## src/rtl/frame_bus_arbiter_if.sv

```systemverilog
// rtl/frame_bus_arbiter_if.sv - capture, display and memory bus signals of the frame bus arbiter
interface frame_bus_arbiter_if;
    logic [31:0] wr_data;
    logic        wr_valid;
    logic        wr_full;
    logic        wr_overflow;
    logic        rd_req;
    logic        rd_busy;
    logic [31:0] rd_data;
    logic        rd_valid;
    logic [31:0] m_addr;
    logic        m_write;
    logic        m_read;
    logic [31:0] m_wdata;
    logic [31:0] m_rdata;
    logic        m_waitrequest;

    // Arbiter side: owns the FIFO status, read return and bus command
    modport master (
        input  wr_data, wr_valid, rd_req, m_rdata, m_waitrequest,
        output wr_full, wr_overflow, rd_busy, rd_data, rd_valid,
        output m_addr, m_write, m_read, m_wdata
    );

    // Environment side: capture source, display sink and memory slave
    modport slave (
        output wr_data, wr_valid, rd_req, m_rdata, m_waitrequest,
        input  wr_full, wr_overflow, rd_busy, rd_data, rd_valid,
        input  m_addr, m_write, m_read, m_wdata
    );
endinterface

```

## src/rtl/frame_bus_arbiter.sv

```systemverilog
// rtl/frame_bus_arbiter.sv - shares one memory bus between a capture write FIFO and display reads
module frame_bus_arbiter #(
    parameter int FRAME_WORDS = 307200,
    parameter int WFIFO_DEPTH = 8
) (
    input logic              ctrl_clk,
    input logic              reset_n,
    frame_bus_arbiter_if.master bus
);
    localparam int PW = $clog2(WFIFO_DEPTH);
    localparam int CW = PW + 1;
    localparam logic [CW-1:0] DEPTH_C   = CW'(WFIFO_DEPTH);
    localparam logic [CW-1:0] HALF_C    = CW'(WFIFO_DEPTH / 2);
    localparam logic [31:0]   LAST_ADDR = 32'((FRAME_WORDS - 1) * 4);

    typedef enum logic [1:0] {IDLE, WRITE, READ} state_t;
    state_t state, state_nxt;

    logic [31:0]   mem [WFIFO_DEPTH];
    logic [PW-1:0] wptr, rptr;
    logic [CW-1:0] count;
    logic          full, push, pop;

    logic          pending, last_write, busy;
    logic          grant_write, grant_read, write_done, read_done;

    logic [31:0]   wr_addr, rd_addr;
    logic [31:0]   m_addr_q, m_wdata_q, rd_data_q;
    logic          m_write_q, m_read_q, rd_valid_q, overflow_q;

    // Frame addresses step by one word and wrap after the last word of the buffer
    function automatic logic [31:0] next_addr(input logic [31:0] a);
        return (a == LAST_ADDR) ? 32'd0 : a + 32'd4;
    endfunction

    // Fullness is taken from the registered count, so a pop in the same cycle never frees room
    assign full = (count == DEPTH_C);
    assign push = bus.wr_valid && !full;
    assign pop  = grant_write;
    assign busy = pending || (state == READ);

    assign bus.wr_full     = full;
    assign bus.wr_overflow = overflow_q;
    assign bus.rd_busy     = busy;
    assign bus.rd_data     = rd_data_q;
    assign bus.rd_valid    = rd_valid_q;
    assign bus.m_addr      = m_addr_q;
    assign bus.m_write     = m_write_q;
    assign bus.m_read      = m_read_q;
    assign bus.m_wdata     = m_wdata_q;

    // State register
    always_ff @(posedge ctrl_clk) begin
        if (!reset_n) state <= IDLE;
        else          state <= state_nxt;
    end

    // Grant decision in IDLE (round-robin, write forced when FIFO is half full) and command completion
    always_comb begin
        state_nxt   = state;
        grant_write = 1'b0;
        grant_read  = 1'b0;
        write_done  = 1'b0;
        read_done   = 1'b0;
        case (state)
            IDLE: begin
                if (count != '0 && pending) begin
                    if (count >= HALF_C || !last_write) grant_write = 1'b1;
                    else                                grant_read  = 1'b1;
                end else if (count != '0) begin
                    grant_write = 1'b1;
                end else if (pending) begin
                    grant_read = 1'b1;
                end
                if (grant_write)     state_nxt = WRITE;
                else if (grant_read) state_nxt = READ;
            end
            WRITE: begin
                if (!bus.m_waitrequest) begin
                    write_done = 1'b1;
                    state_nxt  = IDLE;
                end
            end
            READ: begin
                if (!bus.m_waitrequest) begin
                    read_done = 1'b1;
                    state_nxt = IDLE;
                end
            end
            default: state_nxt = IDLE;
        endcase
    end

    // Write FIFO storage; contents need no reset because pointers define validity
    always_ff @(posedge ctrl_clk) begin
        if (push) mem[wptr] <= bus.wr_data;
    end

    // Write FIFO pointers, occupancy and sticky overflow
    always_ff @(posedge ctrl_clk) begin
        if (!reset_n) begin
            wptr       <= '0;
            rptr       <= '0;
            count      <= '0;
            overflow_q <= 1'b0;
        end else begin
            if (push) wptr <= wptr + PW'(1);
            if (pop)  rptr <= rptr + PW'(1);
            case ({push, pop})
                2'b10:   count <= count + CW'(1);
                2'b01:   count <= count - CW'(1);
                default: count <= count;
            endcase
            if (bus.wr_valid && full) overflow_q <= 1'b1;
        end
    end

    // Bus command registers, address counters, read return and request bookkeeping
    always_ff @(posedge ctrl_clk) begin
        if (!reset_n) begin
            m_write_q  <= 1'b0;
            m_read_q   <= 1'b0;
            m_addr_q   <= '0;
            m_wdata_q  <= '0;
            wr_addr    <= '0;
            rd_addr    <= '0;
            rd_data_q  <= '0;
            rd_valid_q <= 1'b0;
            pending    <= 1'b0;
            last_write <= 1'b0;
        end else begin
            if (grant_write) begin
                m_write_q <= 1'b1;
                m_addr_q  <= wr_addr;
                m_wdata_q <= mem[rptr];
            end else if (grant_read) begin
                m_read_q <= 1'b1;
                m_addr_q <= rd_addr;
            end
            if (write_done) begin
                m_write_q  <= 1'b0;
                wr_addr    <= next_addr(wr_addr);
                last_write <= 1'b1;
            end
            if (read_done) begin
                m_read_q   <= 1'b0;
                rd_addr    <= next_addr(rd_addr);
                rd_data_q  <= bus.m_rdata;
                last_write <= 1'b0;
            end
            rd_valid_q <= read_done;
            if (read_done)                pending <= 1'b0;
            else if (bus.rd_req && !busy) pending <= 1'b1;
        end
    end
endmodule

```

## src/flat_wrapper.sv

```systemverilog
// flat-port wrapper written by rule: the top's interface ports become plain ports
module frame_bus_arbiter_flat 
#(
    parameter int FRAME_WORDS = 307200,
    parameter int WFIFO_DEPTH = 8
)
  (ctrl_clk, reset_n, bus_wr_data, bus_wr_valid, bus_rd_req, bus_m_rdata, bus_m_waitrequest, bus_wr_full, bus_wr_overflow, bus_rd_busy, bus_rd_data, bus_rd_valid, bus_m_addr, bus_m_write, bus_m_read, bus_m_wdata);
  frame_bus_arbiter_if bus_i ();
  input logic ctrl_clk;
  input logic reset_n;
  input wire logic [$bits(bus_i.wr_data)-1:0] bus_wr_data;
  input wire logic [$bits(bus_i.wr_valid)-1:0] bus_wr_valid;
  input wire logic [$bits(bus_i.rd_req)-1:0] bus_rd_req;
  input wire logic [$bits(bus_i.m_rdata)-1:0] bus_m_rdata;
  input wire logic [$bits(bus_i.m_waitrequest)-1:0] bus_m_waitrequest;
  output wire logic [$bits(bus_i.wr_full)-1:0] bus_wr_full;
  output wire logic [$bits(bus_i.wr_overflow)-1:0] bus_wr_overflow;
  output wire logic [$bits(bus_i.rd_busy)-1:0] bus_rd_busy;
  output wire logic [$bits(bus_i.rd_data)-1:0] bus_rd_data;
  output wire logic [$bits(bus_i.rd_valid)-1:0] bus_rd_valid;
  output wire logic [$bits(bus_i.m_addr)-1:0] bus_m_addr;
  output wire logic [$bits(bus_i.m_write)-1:0] bus_m_write;
  output wire logic [$bits(bus_i.m_read)-1:0] bus_m_read;
  output wire logic [$bits(bus_i.m_wdata)-1:0] bus_m_wdata;
  assign bus_i.wr_data = bus_wr_data;
  assign bus_i.wr_valid = bus_wr_valid;
  assign bus_i.rd_req = bus_rd_req;
  assign bus_i.m_rdata = bus_m_rdata;
  assign bus_i.m_waitrequest = bus_m_waitrequest;
  assign bus_wr_full = bus_i.wr_full;
  assign bus_wr_overflow = bus_i.wr_overflow;
  assign bus_rd_busy = bus_i.rd_busy;
  assign bus_rd_data = bus_i.rd_data;
  assign bus_rd_valid = bus_i.rd_valid;
  assign bus_m_addr = bus_i.m_addr;
  assign bus_m_write = bus_i.m_write;
  assign bus_m_read = bus_i.m_read;
  assign bus_m_wdata = bus_i.m_wdata;
  frame_bus_arbiter #(.FRAME_WORDS(FRAME_WORDS), .WFIFO_DEPTH(WFIFO_DEPTH)) u_core (.ctrl_clk(ctrl_clk), .reset_n(reset_n), .bus(bus_i));
endmodule
```

## config.mk

```make
export PLATFORM = sky130hd
export DESIGN_NAME = frame_bus_arbiter_flat
export DESIGN_NICKNAME = d
export VERILOG_FILES = /design/src/rtl/frame_bus_arbiter_if.sv /design/src/rtl/frame_bus_arbiter.sv /design/src/flat_wrapper.sv
export SDC_FILE = /design/constraint.sdc
export NUM_CORES = 1
export LEC_CHECK = 0
export CELL_PAD_IN_SITES_DETAIL_PLACEMENT = 0
export CELL_PAD_IN_SITES_GLOBAL_PLACEMENT = 1
export CORE_AREA = 10 10 200 202
export CTS_BUF_LIST = sky130_fd_sc_hd__clkbuf_16
export DETAILED_ROUTE_END_ITERATION = 8
export DIE_AREA = 0 0 210 212
export PLACE_DENSITY = 0.89
export SLEW_MARGIN = 40
export SYNTH_ARGS = -nofsm -noshare
export SYNTH_HDL_FRONTEND = slang
export SYNTH_SLANG_ARGS = --single-unit
```

## constraint.sdc

```tcl
create_clock -name ctrl_clk -period 5.2 [get_ports ctrl_clk]
set_clock_uncertainty 0.15 [all_clocks]
set_input_delay 1.04 -clock ctrl_clk [delete_from_list [all_inputs] [get_ports ctrl_clk]]
set_output_delay 1.04 -clock ctrl_clk [all_outputs]
set_load 0.05 [all_outputs]
```

== After elaboration in Yosys (flattened, before gate mapping) ==
Memory sizes are Yosys's and may differ from the RTL's. A register that Yosys moved wholly into a read port is not among the register bits.
Index checks and enable logic that the tools add are counted.

* Word-level logic and storage cells: 77
* Register bits: 146
* Memories: 1
* Memory bits (writable): 256
* Input port bits: 69

* $lt $le $gt $ge: 1
* Muxes and demuxes: 25
* $add $sub $neg: 6
* Equal/unequal tests: 9
* Bitwise gates (word level): 2
* Reduce and logical (&&, ||, !) cells: 19

{| class="wikitable"
|+ Memories
! memory !! depth !! bits a word !! rd ports !! clocked after memory_dff !! wr ports !! line !! text
|-
| u_core.mem || 8 || 32 || 1 || 1 || 1 || frame_bus_arbiter.sv:19 || <nowiki>logic [31:0] mem [WFIFO_DEPTH];</nowiki>
|}

{| class="wikitable"
|+ Operators with widths
! operator !! count
|-
| two-way mux 32 bit || 4
|-
| adder 32 x 3 -> 32 bit, second input constant || 2
|-
| equality test 32 x 21 -> 1 bit, second input constant || 2
|-
| two-way mux 1 bit || 16
|-
| case mux 4 bit (2 select lines) || 1
|-
| adder 3 x 1 -> 3 bit, second input constant || 2
|-
| two-way mux 2 bit || 3
|-
| OR reduction 2 bit || 3
|-
| adder 4 x 1 -> 4 bit, second input constant || 1
|-
| equality test 2 x 1 -> 1 bit, second input constant || 2
|-
| equality test 2 bit, second input constant || 2
|-
| equality test 4 bit, second input constant || 1
|-
| >= comparator 4 x 3 -> 1 bit, second input constant || 1
|-
| logical AND 1 bit || 4
|-
| logical NOT 1 bit || 4
|-
| case mux 2 bit (2 select lines) || 1
|-
| AND reduction 2 bit || 2
|-
| nonzero test 2 bit || 2
|-
| nonzero test 4 bit || 1
|-
| subtractor 4 x 1 -> 4 bit, second input constant || 1
|-
| inequality test 3 x 1 -> 1 bit, second input constant || 1
|-
| logical NOT 2 bit || 1
|-
| logical OR 1 bit || 2
|-
| inequality test 2 bit, second input constant || 1
|-
| NOT 1 bit || 2
|}

== Longest topological paths before layout ==
Gate-level depths: netlist of run 1.

* Depth after elaboration: 8
* Mapped depth: 13
* Mapped depth without buffers: 11

== Least setup slack after synthesis of run 1 ==
OpenSTA, ideal clock, no wires.

* Path kind: input -> register
* Start: in bus_wr_valid
* End: mem u_core.mem[0][0] (enable)
* Required time: 4.589 ns
* Arrival time: 3.667 ns
* Setup slack: 0.922 ns
* Setup time: 0.461 ns
* Stages: 3
* Cells stage by stage: nand2_1 > or2_2 > nor3_1

* Word-level cells in the longest chain between the ends: 3

{| class="wikitable"
|+ Ends and longest elaborated chain
! item !! line !! text
|-
| from (decl) || flat_wrapper.sv:12 || <nowiki>input wire logic [$bits(bus_i.wr_valid)-1:0] bus_wr_valid;</nowiki>
|-
| logical AND 1 bit || frame_bus_arbiter.sv:38 || <nowiki>assign push = bus.wr_valid && !full;</nowiki>
|-
| two-way mux 1 bit || frame_bus_arbiter.sv:96 || <nowiki>if (push) mem[wptr] <= bus.wr_data;</nowiki>
|-
| two-way mux 1 bit (implied by the code) || frame_bus_arbiter.sv:96 ||
|-
| to (decl) || frame_bus_arbiter.sv:19 ||
|}

Every way passes these cells.

== Final worst setup path of run 1 ==
* Start: reg u_core.count[0]
* End: out bus_wr_full

* Word-level cells in the longest chain between the ends: 1

{| class="wikitable"
|+ Ends and longest elaborated chain
! item !! line !! text
|-
| from (decl) || frame_bus_arbiter.sv:21 || <nowiki>logic [CW-1:0] count;</nowiki>
|-
| from (signal assigned) || frame_bus_arbiter.sv:110 || <nowiki>2'b10: count <= count + CW'(1);</nowiki>
|-
| from (signal assigned) || frame_bus_arbiter.sv:111 || <nowiki>2'b01: count <= count - CW'(1);</nowiki>
|-
| from (signal assigned) || frame_bus_arbiter.sv:112 || <nowiki>default: count <= count;</nowiki>
|-
| equality test 4 bit || frame_bus_arbiter.sv:37 || <nowiki>assign full = (count == DEPTH_C);</nowiki>
|-
| to (decl) || flat_wrapper.sv:16 || <nowiki>output wire logic [$bits(bus_i.wr_full)-1:0] bus_wr_full;</nowiki>
|}

Every way passes these cells.

==> metrics.yaml, run 1 <==
synth:
  share_of_synthesized_area_occupied_by_flip_flops_and_latches_pct: 66.62
  mean_area_per_synthesized_cell_sq_um: 13.77
  netlist-cell-type-count: 57
  yosys_most_used_dff: "edfxtp_1"
  netlist_area_before_placement_sq_um: 16710
  ys_warn_count: 0
  syn-instance-count: 1213
  async_reset_ff_share_pct: 0
  synth-seq-cells: 428
  synth_edf_count: 256
floorplanning:
  die_w_um: 210
  die_area_sq_um: 44520
  core.rowCount: 70
  ios: 171
  core_area_sq_um: 36080
  die-height_um: 212
  initial_core_util_pct: 46.30
worst_setup_path:
  critPathKind: "reg -> out"
  buffering_stage_count_on_the_worst_path_with_inverters_included: 2
  critPathCaptureType: "output pin"
  arrival_ps: 2670
  critPathLaunchType: "register"
  data_required_time_of_the_critical_path_ps: 4010
  worst_setup_path_startpoint: "u_core.count[0]$_SDFFE_PN0P_"
  worst_path_largest_cell_delay_ps: 830
  cpMaxStageDelayCell: "clkdlybuf4s50_1"
  worstPathCellList: "or4b_2 > inv_1 > clkdlybuf4s50_1"
  worst-path-max-fanout: 8
  worst_path_dominant_cell_family: "buffers and inverters"
  worstReg2RegStart: "u_core.rd_addr[2]$_SDFFE_PN0P_"
worst_hold_path:
  hp-start: "u_core.bus.rd_data[5]$_SDFFE_PN0P_"
  min-delay-path-class: "reg -> reg"
timing:
  hold_viol: 0
  setup_total_negative_slack_ps: 0
  finalMaxSlewViolations: 0
  worst-slew-pin-transition_ps: 816.7
  grt_setup_unrepaired: "no"
  timing.final.crit_share_pct: 74.17
  worst_slew_margin_rel_pct: 45.55
  layout_min_cycle_time_ps: 3857
  setup_viol: 0
  max_clock_freq_ghz: 0.2593
pwr:
  finalPower_uw: 9204
  cellPowerDensity_nw_per_um2: 448.2
  peakVddDrop_mv: 0.3900
  leakage_uw: 0.006747
grt:
  antenna_violations_before_repair: 2
  grt_pass1_wl_um: 62850
  globalRouteOverflowTotal: 0
  grt_max_degree: 80
  first_global_vias: 10960
  global_route.usage.total_pct: 17.84
cts:
  cts_tree: "built"
  post-cts-setup-buffers: 0
  cts_max_level: 2
  clkTransAtPathRegs_ps: 60
  cts_repair_resize_count: 0
  maximum_clock_insertion_buffer_count: 3
  hold_buffers: 0
  clock_tree.root_cell: "clkbuf_16"
  clock_sink_count: 428
  cts-buffers-inserted: 43
  clock_latency_ps: 550
final_layout:
  final.fill_count: 2884
  layout.nets: 1453
  layout_overhead_on_the_synthesized_area_pct: 22.93
  post_route_cells_drive_above_1_share_pct: 12.74
place:
  hpwl_um: 26040
  io_buffer_count: 168
  globalplace.congestion: 0.8293
detailed_routing:
  antenna_violating_nets_post_route: 0
  wirelength_um: 40530
  vias_per_cell: 5.780
  detailedRoute.firstPassIterationCount: 7
  wire_length_per_cell_um: 21.62
  drc: 0
  vias: 10831
  dr.first_iter.drc_count: 861
flow_run:
  drv_cap: 0
outcome:
  outcome: "completed"
cells in the final DEF (no fill, tap or decap), drive strengths merged, types with 20 or more instances in the layout:
master / Yosys / routed
edfxtp: 256 / 256
dfxtp: 172 / 172
clkdlybuf4s50: 0 / 168
nand2: 102 / 102
a21oi: 102 / 102
nor2: 80 / 80
mux4: 64 / 64
o21ai: 62 / 62
clkbuf: 63 / 45
a222oi: 30 / 30
nand4: 28 / 28
or4: 28 / 28
mux2i: 27 / 27
inv: 14 / 26
nand3: 25 / 25
buf: 17 / 25
or3: 20 / 20
sequential cells by signal (all words and copies together) (netlist names):
name and cells:
u_core.bus.wr_overflow 1, u_core.bus.m_wdata 32, u_core.pending 1, u_core.bus.rd_data 32, u_core.last_write 1, u_core.rd_addr 30
u_core.bus.m_read 1, u_core.bus.rd_valid 1, u_core.bus.m_addr 30, u_core.bus.m_write 1, u_core.mem 256, u_core.wptr 3
u_core.rptr 3, u_core.wr_addr 30, u_core.count 4, u_core.state 2
power breakdown:
part,switching [uW],internal [uW],total (uW)
Combinational,1400,821,2220
Clock,1260,1710,2970
Sequential,164,3850,4010
Total,2820,6380,9200
final cells by class:
| cell class | instances | area (sq um) | area share, % |
|---|---|---|---|
| Clock inverter | 33 | 240.2 | 1.170 |
| Tap cell | 468 | 585.6 | 2.851 |
| Antenna cell | 1 | 2.502 | 0.01218 |
| Inverter | 14 | 57.56 | 0.2802 |
| Sequential cell | 428 | 11140 | 54.23 |
| Timing Repair Buffer | 193 | 2110 | 10.27 |
| Multi-Input combinational cell | 692 | 5279 | 25.70 |
| Clock buffer | 45 | 1126 | 5.483 |
metal layers:
metal	share of wire, %	up-vias	track usage, %
met2	51	394	31.21
met4	2.7	0	6.425
met1	39	5371	21.33
met5	0	-	0
met3	6.6	76	3.742
li1	-	4990	-
synthesized netlist by cell type (3+ instances only):
library cell / n / share of area, %
nand4_1: 28 / 1.0
buf_2: 10 / 0.30
nand2_1: 102 / 2.3
or2_2: 3 / 0.11
and3_1: 3 / 0.11
o21ai_0: 62 / 1.9
a21oi_1: 101 / 3.0
mux2i_1: 27 / 1.6
clkbuf_1: 62 / 1.4
nor2_2: 5 / 0.19
or4_1: 26 / 1.2
nand3_1: 25 / 0.75
o31ai_1: 9 / 0.40
nor3_1: 12 / 0.36
and4_1: 7 / 0.37
nor2_1: 75 / 1.7
nor2b_1: 4 / 0.15
xnor2_1: 15 / 0.79
edfxtp_1: 256 / 46
inv_1: 13 / 0.29
xor2_1: 14 / 0.73
buf_1: 3 / 0.067
a222oi_1: 30 / 1.8
ha_1: 12 / 0.90
dfxtp_1: 172 / 21
nand2b_1: 3 / 0.11
a31oi_1: 7 / 0.26
nor4_1: 7 / 0.26
or3_1: 20 / 0.75
mux4_2: 64 / 8.6
worst min-delay path: cells and delay by family, from the launching register on:
kind	cells	cell delay [ps]
AND/OR/NAND/NOR	1	50
AO/OA/AOI/OAI	1	50
flip-flops	1	310
kinds of logic (layout without fill, tap and decap cells):
family	Yosys count	count (layout)	synth area share (%)
fa+ha+maj	12	12	0.8987
mux	91	91	10.24
flops	428	428	66.62
xor+xnor	29	29	1.520
compound gates	221	221	8.066
simple gates	337	337	10.30
buf+inv	94	285	2.329
other cells	1	3	0.02245
path summary, 6_finish.rpt:
path | endpoint | slack [ps] | cells after the start
setup / recovery | bus_wr_full | 1340 | 3
hold reg to reg | u_core.bus.rd_data[5]$_SDFFE_PN0P_ | 300 | 2
hold / removal | u_core.bus.rd_data[5]$_SDFFE_PN0P_ | 300 | 2
setup reg to reg | u_core.rd_addr[12]$_SDFFE_PN0P_ | 2270 | 6
stage by stage:
step	hold WS [ps]	instance area (sq um)	utilization, %	cells	setup slack, ps
finish	301.9	20540	56.92	1874	1343
global route	325.3	20540	56.91	1873	1265
CTS	303.7	20530	56.89	1873	1317
detailed placement	295.3	19160	53.11	1795	1465
global placement	291.7	18810	52.12	1780	1549
floorplan	284.4	16710	-	1214	922.1
(Power assumes the default switching activity.)
==> run 2: changes to the inputs <==
--- a/config.mk
+++ b/config.mk
@@ -7,11 +7,11 @@
 export LEC_CHECK = 0
 export CELL_PAD_IN_SITES_DETAIL_PLACEMENT = 0
 export CELL_PAD_IN_SITES_GLOBAL_PLACEMENT = 1
-export CORE_AREA = 10 10 200 202
+export CORE_AREA = 10 10 211 213
 export CTS_BUF_LIST = sky130_fd_sc_hd__clkbuf_16
 export DETAILED_ROUTE_END_ITERATION = 8
-export DIE_AREA = 0 0 210 212
-export PLACE_DENSITY = 0.89
+export DIE_AREA = 0 0 221 223
+export PLACE_DENSITY = 0.85
 export SLEW_MARGIN = 40
 export SYNTH_ARGS = -nofsm -noshare
 export SYNTH_HDL_FRONTEND = slang
==> constraint.sdc (replaced) <==
create_clock -name ctrl_clk -period 3.5 [get_ports ctrl_clk]
set_clock_uncertainty 0.15 [all_clocks]
set_input_delay 0.7 -clock ctrl_clk [delete_from_list [all_inputs] [get_ports ctrl_clk]]
set_output_delay 0.7 -clock ctrl_clk [all_outputs]
set_load 0.05 [all_outputs]
==> run 2 against run 1 <==
  * Clock power grew 44%
  * Critical endpoint unchanged
  * Sequential share of layout area grew 0.23 points
  * Critical path type unchanged
  * First-iteration DRC count grew 24%
  * Total power grew 47%
  * Utilization shrank 6.3 points
  * Global-route usage shrank 2.2 points
  * Wire length shrank 2.8%
  * Critical path depth is the same
  * Combinational power grew 47%
  * Largest cell class unchanged
  * Register-to-register slack lost 1600 ps
  * Final area shrank 0.44%
==> metrics.yaml, run 2 (synthesized netlist as in run 1, its figures left out) <==
floorplanning:
  die-height_um: 223
  ios: 171
  initial_core_util_pct: 41.39
  core_area_sq_um: 40370
  core.rowCount: 74
  die_w_um: 221
  die_area_sq_um: 49280
place:
  dp_slack_ps: 529.5
  io_buffer_count: 168
  hpwl_um: 24620
  place_inst: 1857
  globalplace.congestion: 0.8156
worst_setup_path:
  ff2ff_path_depth: 9
  worst-path-max-fanout: 10
  crit-reg2reg-capture: "u_core.count[2]$_SDFFE_PN0P_"
  worstReg2RegStart: "u_core.count[1]$_SDFFE_PN0P_"
  critPathKind: "reg -> out"
  critPathCaptureType: "output pin"
  critPathLaunchType: "register"
  arrival_ps: 2340
  data_required_time_of_the_critical_path_ps: 2650
  reg2reg_setup_slack_ps: 670
final_layout:
  layout_overhead_on_the_synthesized_area_pct: 22.39
  largest_register: "u_core.mem"
  final.fill_count: 3388
  most-common-layout-cells: "edfxtp_1 (256), dfxtp_1 (170), clkdlybuf4s50_1 (166)"
  number_of_flip_flops_in_the_largest_register: 256
  fin_cells: 1938
  layout_commonest_cell: "edfxtp_1"
  layout.nets: 1452
  post_route_cells_drive_above_1_share_pct: 13.02
  n_antenna_cell: 0
timing:
  max_clock_freq_ghz: 0.3139
  timing.final.crit_share_pct: 91.02
  postLayoutSetupSlackWorst_ps: 314.2
  setup_viol: 0
  finalMaxSlewViolations: 0
  worst_slew_margin_rel_pct: 50.72
  setup_total_negative_slack_ps: 0
  holdWs_ps: 275.4
  layout_min_cycle_time_ps: 3186
  grt_setup_unrepaired: "no"
  hold_viol: 0
  worst-slew-pin-transition_ps: 739.2
grt:
  globalRouteMet2Util_pct: 26.79
  busiest_layer: "met2"
  grt_max_degree: 100
  global_route.usage.met3_pct: 3.400
  global_route.usage.total_pct: 15.65
  grt_pass1_wl_um: 62110
  first_global_vias: 10742
  global_route.usage.met1_pct: 19.64
  globalRouteOverflowTotal: 0
  antenna_violations_before_repair: 3
cts:
  hold_buffers: 0
  clock_tree.root_cell: "clkbuf_16"
  cts-buffers-inserted: 44
  post-cts-setup-buffers: 0
  maximum_clock_insertion_buffer_count: 3
  clock_sink_count: 428
  cts_repair_resize_count: 1
  clkTransAtPathRegs_ps: 60
  cts_tree: "built"
  cts_max_level: 2
  clock_latency_ps: 580
outcome:
  outcome: "completed"
pwr:
  leakage_uw: 0.006668
  peakVddDrop_mv: 0.5628
  finalPower_uw: 13490
  cellPowerDensity_nw_per_um2: 659.8
worst_hold_path:
  timing.hold.worst_path_depth: 3
  min_delay_worst_endpoint: "u_core.rptr[1]$_SDFFE_PN0P_"
  hp-start: "reset_n"
  min-delay-path-class: "in -> reg"
detailed_routing:
  vias_per_cell: 5.502
  dr.first_iter.drc_count: 1070
  wirelength_um: 39370
  antenna_violating_nets_post_route: 0
  drc: 0
  vias: 10662
  wire_length_per_cell_um: 20.32
  detailedRoute.firstPassIterationCount: 9
flow_run:
  drv_cap: 0
## run 2: through the flow
step,instance area [sq um],utilization [%]
floorplan,16720,-
global placement,19100,47.33
detailed placement,19110,47.33
global route,20450,50.65
finish,20450,50.65
CTS,20440,50.64
## run 2: how the worst max path moves through the flow
stage	start	end
2_1_floorplan	u_core.count[1]$_SDFFE_PN0P_	u_core.count[2]$_SDFFE_PN0P_
3_3_place_gp	bus_wr_valid	u_core.count[2]$_SDFFE_PN0P_
3_5_place_dp	bus_m_waitrequest	u_core.rd_addr[31]$_SDFFE_PN0P_
4_1_cts	u_core.count[0]$_SDFFE_PN0P_	bus_wr_full
5_1_grt	u_core.state[0]$_SDFFE_PN0P_	bus_rd_busy
6_report	u_core.count[1]$_SDFFE_PN0P_	bus_wr_full
## run 2: power breakdown
group | leakage, uW | switching, uW | internal [uW]
combinational | 0.00225 | 2050 | 1210
clock | 0.000693 | 1950 | 2320
sequential | 0.00372 | 235 | 5710
## run 2: critical path, stage by stage, from the launching register on
cell and delay (ps):
dfxtp_1 390, or4b_2 740, inv_1 100, dlygate4sd2_1 550
## run 2: final cells by class
class / instances / area, sq um / area share (%)
Multi-Input combinational cell: 692 / 5276 / 25.80
Tap cell: 532 / 665.6 / 3.255
Clock inverter: 37 / 235.2 / 1.150
Inverter: 14 / 53.80 / 0.2631
Clock buffer: 44 / 1101 / 5.385
Sequential cell: 428 / 11140 / 54.46
Timing Repair Buffer: 191 / 1981 / 9.686
## run 2: metal layers
layer	wire length, um	part of all wire, %
met4	562	1.4
met1	16010	41
met5	34	0.086
met2	20010	51
met3	2755	7.0
==> variant 1: new RTL, config.mk and constraints of run 1 <==
The 3 states of `state_t` get a one-hot encoding in 3 bits.
--- a/src/rtl/frame_bus_arbiter.sv
+++ b/src/rtl/frame_bus_arbiter.sv
@@ -13,7 +13,7 @@
     localparam logic [CW-1:0] HALF_C    = CW'(WFIFO_DEPTH / 2);
     localparam logic [31:0]   LAST_ADDR = 32'((FRAME_WORDS - 1) * 4);
 
-    typedef enum logic [1:0] {IDLE, WRITE, READ} state_t;
+    typedef enum logic [2:0] {IDLE = 3'b001, WRITE = 3'b010, READ = 3'b100} state_t;
     state_t state, state_nxt;
 
     logic [31:0]   mem [WFIFO_DEPTH];
Function: no difference found for any inputs over 4 cycles, from zero or initial values and one cycle with reset_n low; so few cycles prove little.
==> variant 1 against run 1 <==
  * Count of clock-buffer cells in the layout increased by 1
  * Setup slack improved by 190 ps
  * Design area increased by 0.24%
  * Non-clock buffer count increased by 1
  * Largest cell class unchanged
  * Power increased by 6.8%
  * Synthesized area increased by 0.22%
  * Combinational power increased by 18%
  * Sequential cell count increased by 1
  * First-iteration DRC count decreased by 5.9%
  * Wire length decreased by 3.7%
  * Synthesized cell count decreased by 0.91%
  * Global-route usage decreased by 0.62 points
==> variant 1: results (changes against run 1) <==
Max VDD drop 0.000378 V (was 0.000390 V); post-route cell area 0.0206 sq mm (was 0.0205 sq mm); Non-clk bufs 194 (was 193); drt first-iter violations 810 (was 861); initial antenna violation count 4 (was 2); first drt pass iteration count 4 (was 7); largest net degree at the start of global routing 71 (was 80); status finished clean (unchanged); layout cell share with drive strength beyond 1 12.5% (was 12.7%); post-synthesis mux area share 12.3% (was 10.2%); vias in the first global route 10,447 (was 10,960); Mean Syn Cell Area 13.9 sq um (was 13.8 sq um); HPWL Detailed 25.4 mm (was 26.0 mm); multi-input gates 695 (was 692); Data buffer area share 9.83% (was 10.3%); Leak 6.87 nW (was 6.75 nW); GP Congestion 0.833 (was 0.829); Fill cells 2,839 (was 2,884); largest family of logic cells by synthesized area multiplexers (was simple AND/OR/NAND/NOR gates); M3 GR Usage 3.60% (was 3.74%); invs w/o clock 9 (was 14); total inserted antenna cells 3 (was 1); global-route wire length before repair 60.7 mm (was 62.8 mm); Synth Area in XOR/XNOR 2.82% (was 1.52%); met2 Track Usage GR 28.8% (was 31.2%); Worst-Skew Late Latency 580 ps (was 550 ps); multi-input combinational area share 25.9% (was 25.7%); Synth Register Bits 429 (was 428); Post-DP Area 0.0191 sq mm (was 0.0192 sq mm); Overall Global Routing Usage 17.2% (was 17.8%); Adder-Cell Fraction of Synth Area 0.672% (was 0.899%); clk cell area share 6.98% (was 6.65%); post-synthesis compound-gate area fraction 5.27% (was 8.07%); drt total wl 39.0 mm (was 40.5 mm)
## variant 1: cell types whose count changed in the layout (fill, tap and decap cells not counted), moves of 11 or more
| cell | change |
|---|---|
| nor2_1 | +67 |
| a211oi_1 | +61 |
| o21ai_0 | -50 |
| a21oi_1 | -47 |
| mux2i_1 | +35 |
| a222oi_1 | -30 |
| xor2_1 | +26 |
| or4_1 | -24 |
| inv_1 | -11 |
## variant 1: path summary, 6_finish.rpt
path / from / to / slack, ps / depth (start not counted)
setup / recovery: u_core.count[0] / bus_wr_full / 1530 / 2
hold / removal: u_core.bus.rd_data[11] / u_core.bus.rd_data[11] / 300 / 2
setup reg to reg: u_core.state[0] / u_core.count[2] / 2280 / 9
hold reg to reg: u_core.bus.rd_data[11] / u_core.bus.rd_data[11] / 300 / 2
## variant 1: logic make-up after synthesis
group | count (synthesis)
other cells | 1
xor+xnor | 54
mux | 126
compound gates | 140
buf+inv | 79
fa+ha+maj | 9
flops | 429
simple gates | 364
## variant 1: worst reg2reg max path, stage by stage (launching register included)
cell and delay [ps]:
dfxtp_1 450, nor3b_1 410, nand2_2 110, inv_2 80, buf_4 580, ha_1 340, a21oi_1 100, xor2_1 160
or3_1 310, a21oi_1 150
## variant 1: metal layers
metal / vias to the layer above / part of all wire [%]
met3: 78 / 5.3
met4: 4 / 2.8
met5: - / 0.059
met1: 5028 / 41
li1: 4839 / -
met2: 292 / 50
## variant 1: power breakdown
part,switching (mW),internal [mW],total (mW)
logic,1.66,0.976,2.63
registers,0.157,3.90,4.06
clock network,1.32,1.81,3.13
total,3.14,6.69,9.83
==> variant 2: new RTL, settings of run 1 <==
Without the edit above. `WFIFO_DEPTH` is set to 8 in 2 places; all go to 4.
--- a/src/rtl/frame_bus_arbiter.sv
+++ b/src/rtl/frame_bus_arbiter.sv
@@ -1,7 +1,7 @@
 // rtl/frame_bus_arbiter.sv - shares one memory bus between a capture write FIFO and display reads
 module frame_bus_arbiter #(
     parameter int FRAME_WORDS = 307200,
-    parameter int WFIFO_DEPTH = 8
+    parameter int WFIFO_DEPTH = 4
 ) (
     input logic              ctrl_clk,
     input logic              reset_n,
--- a/src/flat_wrapper.sv
+++ b/src/flat_wrapper.sv
@@ -2,7 +2,7 @@
 module frame_bus_arbiter_flat 
 #(
     parameter int FRAME_WORDS = 307200,
-    parameter int WFIFO_DEPTH = 8
+    parameter int WFIFO_DEPTH = 4
 )
   (ctrl_clk, reset_n, bus_wr_data, bus_wr_valid, bus_rd_req, bus_m_rdata, bus_m_waitrequest, bus_wr_full, bus_wr_overflow, bus_rd_busy, bus_rd_data, bus_rd_valid, bus_m_addr, bus_m_write, bus_m_read, bus_m_wdata);
   frame_bus_arbiter_if bus_i ();
Formal check against the unedited RTL: not equivalent (a bounded check fails within 10 cycles, from zero or initial values and one cycle with reset_n low).
==> variant 2 against run 1 <==
  * Setup slack improved by 360 ps
  * Sequential cell count fell by 131
  * Register-to-register slack improved by 190 ps
  * Critical path depth increased by 1
  * Cell count down 14%
  * Utilization decreased by 16 points
  * Critical path type unchanged
  * Largest power group unchanged
  * Wire length down 29%
  * Design area is 28% lower
  * Power shrank 24%
  * Synthesized area decreased by 30%
  * Clock power is 28% lower
==> variant 2: results (changes against run 1) <==
CP max stage delay 720 ps (was 830 ps); Data buffer area share 11.7% (was 10.3%); clk cell area share 6.58% (was 6.65%); M3 GR Usage 3.08% (was 3.74%); GP Congestion 0.795 (was 0.829); Post-DP Area 0.0138 sq mm (was 0.0192 sq mm); Net Sw Power 2.36 mW (was 2.82 mW); H-tree depth 1 (was 2); largest net degree at the start of global routing 66 (was 80); post-synthesis sequential area ratio 61.7% (was 66.6%); multi-input combinational area share 28.6% (was 25.7%); met2 routed WL 14.5 mm (was 20.8 mm); worst-case reg-to-reg path depth 10 (was 6); Post-synth EDFFs 128 (was 256); Overall Global Routing Usage 12.5% (was 17.8%); vias in the first global route 7,768 (was 10,960); worst r2r dst u_core.count[2] (was u_core.rd_addr[12]); CTS Buf Count 31 (was 43); initial antenna violation count 0 (was 2); DR vias 7,883 (was 10,831); Yosys cell types 47 (was 57); first drt pass iteration count 5 (was 7); drt first-iter violations 566 (was 861); Comb pwr share 27.7% (was 24.1%); sequential cell area share 48.8% (was 54.2%); Non-clk bufs 175 (was 193); flop2flop setup slack 2460 ps (was 2270 ps); largest cells by area after synthesis edfxtp_1 (33%), dfxtp_1 (29%), mux4_2 (6.2%), nand2_1 (5.1%), a21boi_0 (4.4%) (was edfxtp_1 (46%), dfxtp_1 (21%), mux4_2 (8.6%), a21oi_1 (3.0%), nand2_1 (2.3%)); Met1 Wirelength 11.9 mm (was 15.9 mm); status finished clean (unchanged); Cell Area, Synth 0.0117 sq mm (was 0.0167 sq mm); arrival time worst endpoint 2300 ps (was 2670 ps); invs w/o clock 13 (was 14); multi-input gates 602 (was 692); drt total wl 28.6 mm (was 40.5 mm); Final nets 1,202 (was 1,453); Slew HR 45.2% (was 45.6%); R2R Path Start u_core.state[1] (was u_core.rd_addr[2])
## variant 2: cell count changes in the layout (fill, tap and decap cells not counted), sizes merged, moves of 25 or more
cell	delta
mux4	-32
a21oi	-97
a21boi	+68
o21ai	-55
edfxtp	-128
nor2b	+35
mux2i	-26
or4	-25
nand2	+58
xor2	+25
## variant 2: through the flow
step	setup WS, ps	utilization (%)	hold WS (ps)	std cells
finish	1710	41.1	310	1609
global route	1640	41.1	333	1609
CTS	1680	41.0	315	1609
detailed placement	1460	38.3	307	1555
global placement	1600	38.3	301	1555
floorplan	2380	-	281	968
## variant 2: power groups by stage
stage	combinational (mW)	sequential [mW]	clock [mW]
after floorplan	0.837	3.35	0
after global placement	1.92	2.92	0
after detailed placement	1.94	2.93	0
after CTS	1.96	2.89	2.20
after global routing	2.09	2.92	2.29
final	1.93	2.88	2.14
## variant 2: how the worst min path moves through the flow
stage	start	end	slack, ps	cells after the start
floorplan	u_core.last_write	u_core.last_write	280	2
global placement	u_core.bus.rd_data[0]	u_core.bus.rd_data[0]	300	2
detailed placement	u_core.bus.rd_data[1]	u_core.bus.rd_data[1]	310	2
CTS	u_core.bus.rd_data[1]	u_core.bus.rd_data[1]	320	2
global route	u_core.bus.rd_data[13]	u_core.bus.rd_data[13]	330	2
finish	u_core.bus.rd_data[1]	u_core.bus.rd_data[1]	310	2
## variant 2: cells by family after synthesis
group	synth area share (%)
DFF	61.7
other	0.0320
buffers and inverters	2.51
and+or+nand+nor	15.7
muxes	6.24
AOI/OAI and AO/OA	7.83
adders and majority gates	1.45
xor gates and xnor gates	4.49
## variant 2: worst register-to-register path: cells and delay by family, from the launching register on
kind                       cells  cell delay (ps)
adders and majority gates      3              840
AOI/OAI and AO/OA              1              170
buffers and inverters          3              320
xor gates and xnor gates       1              150
and+or+nand+nor                2              700
DFF                            1              330
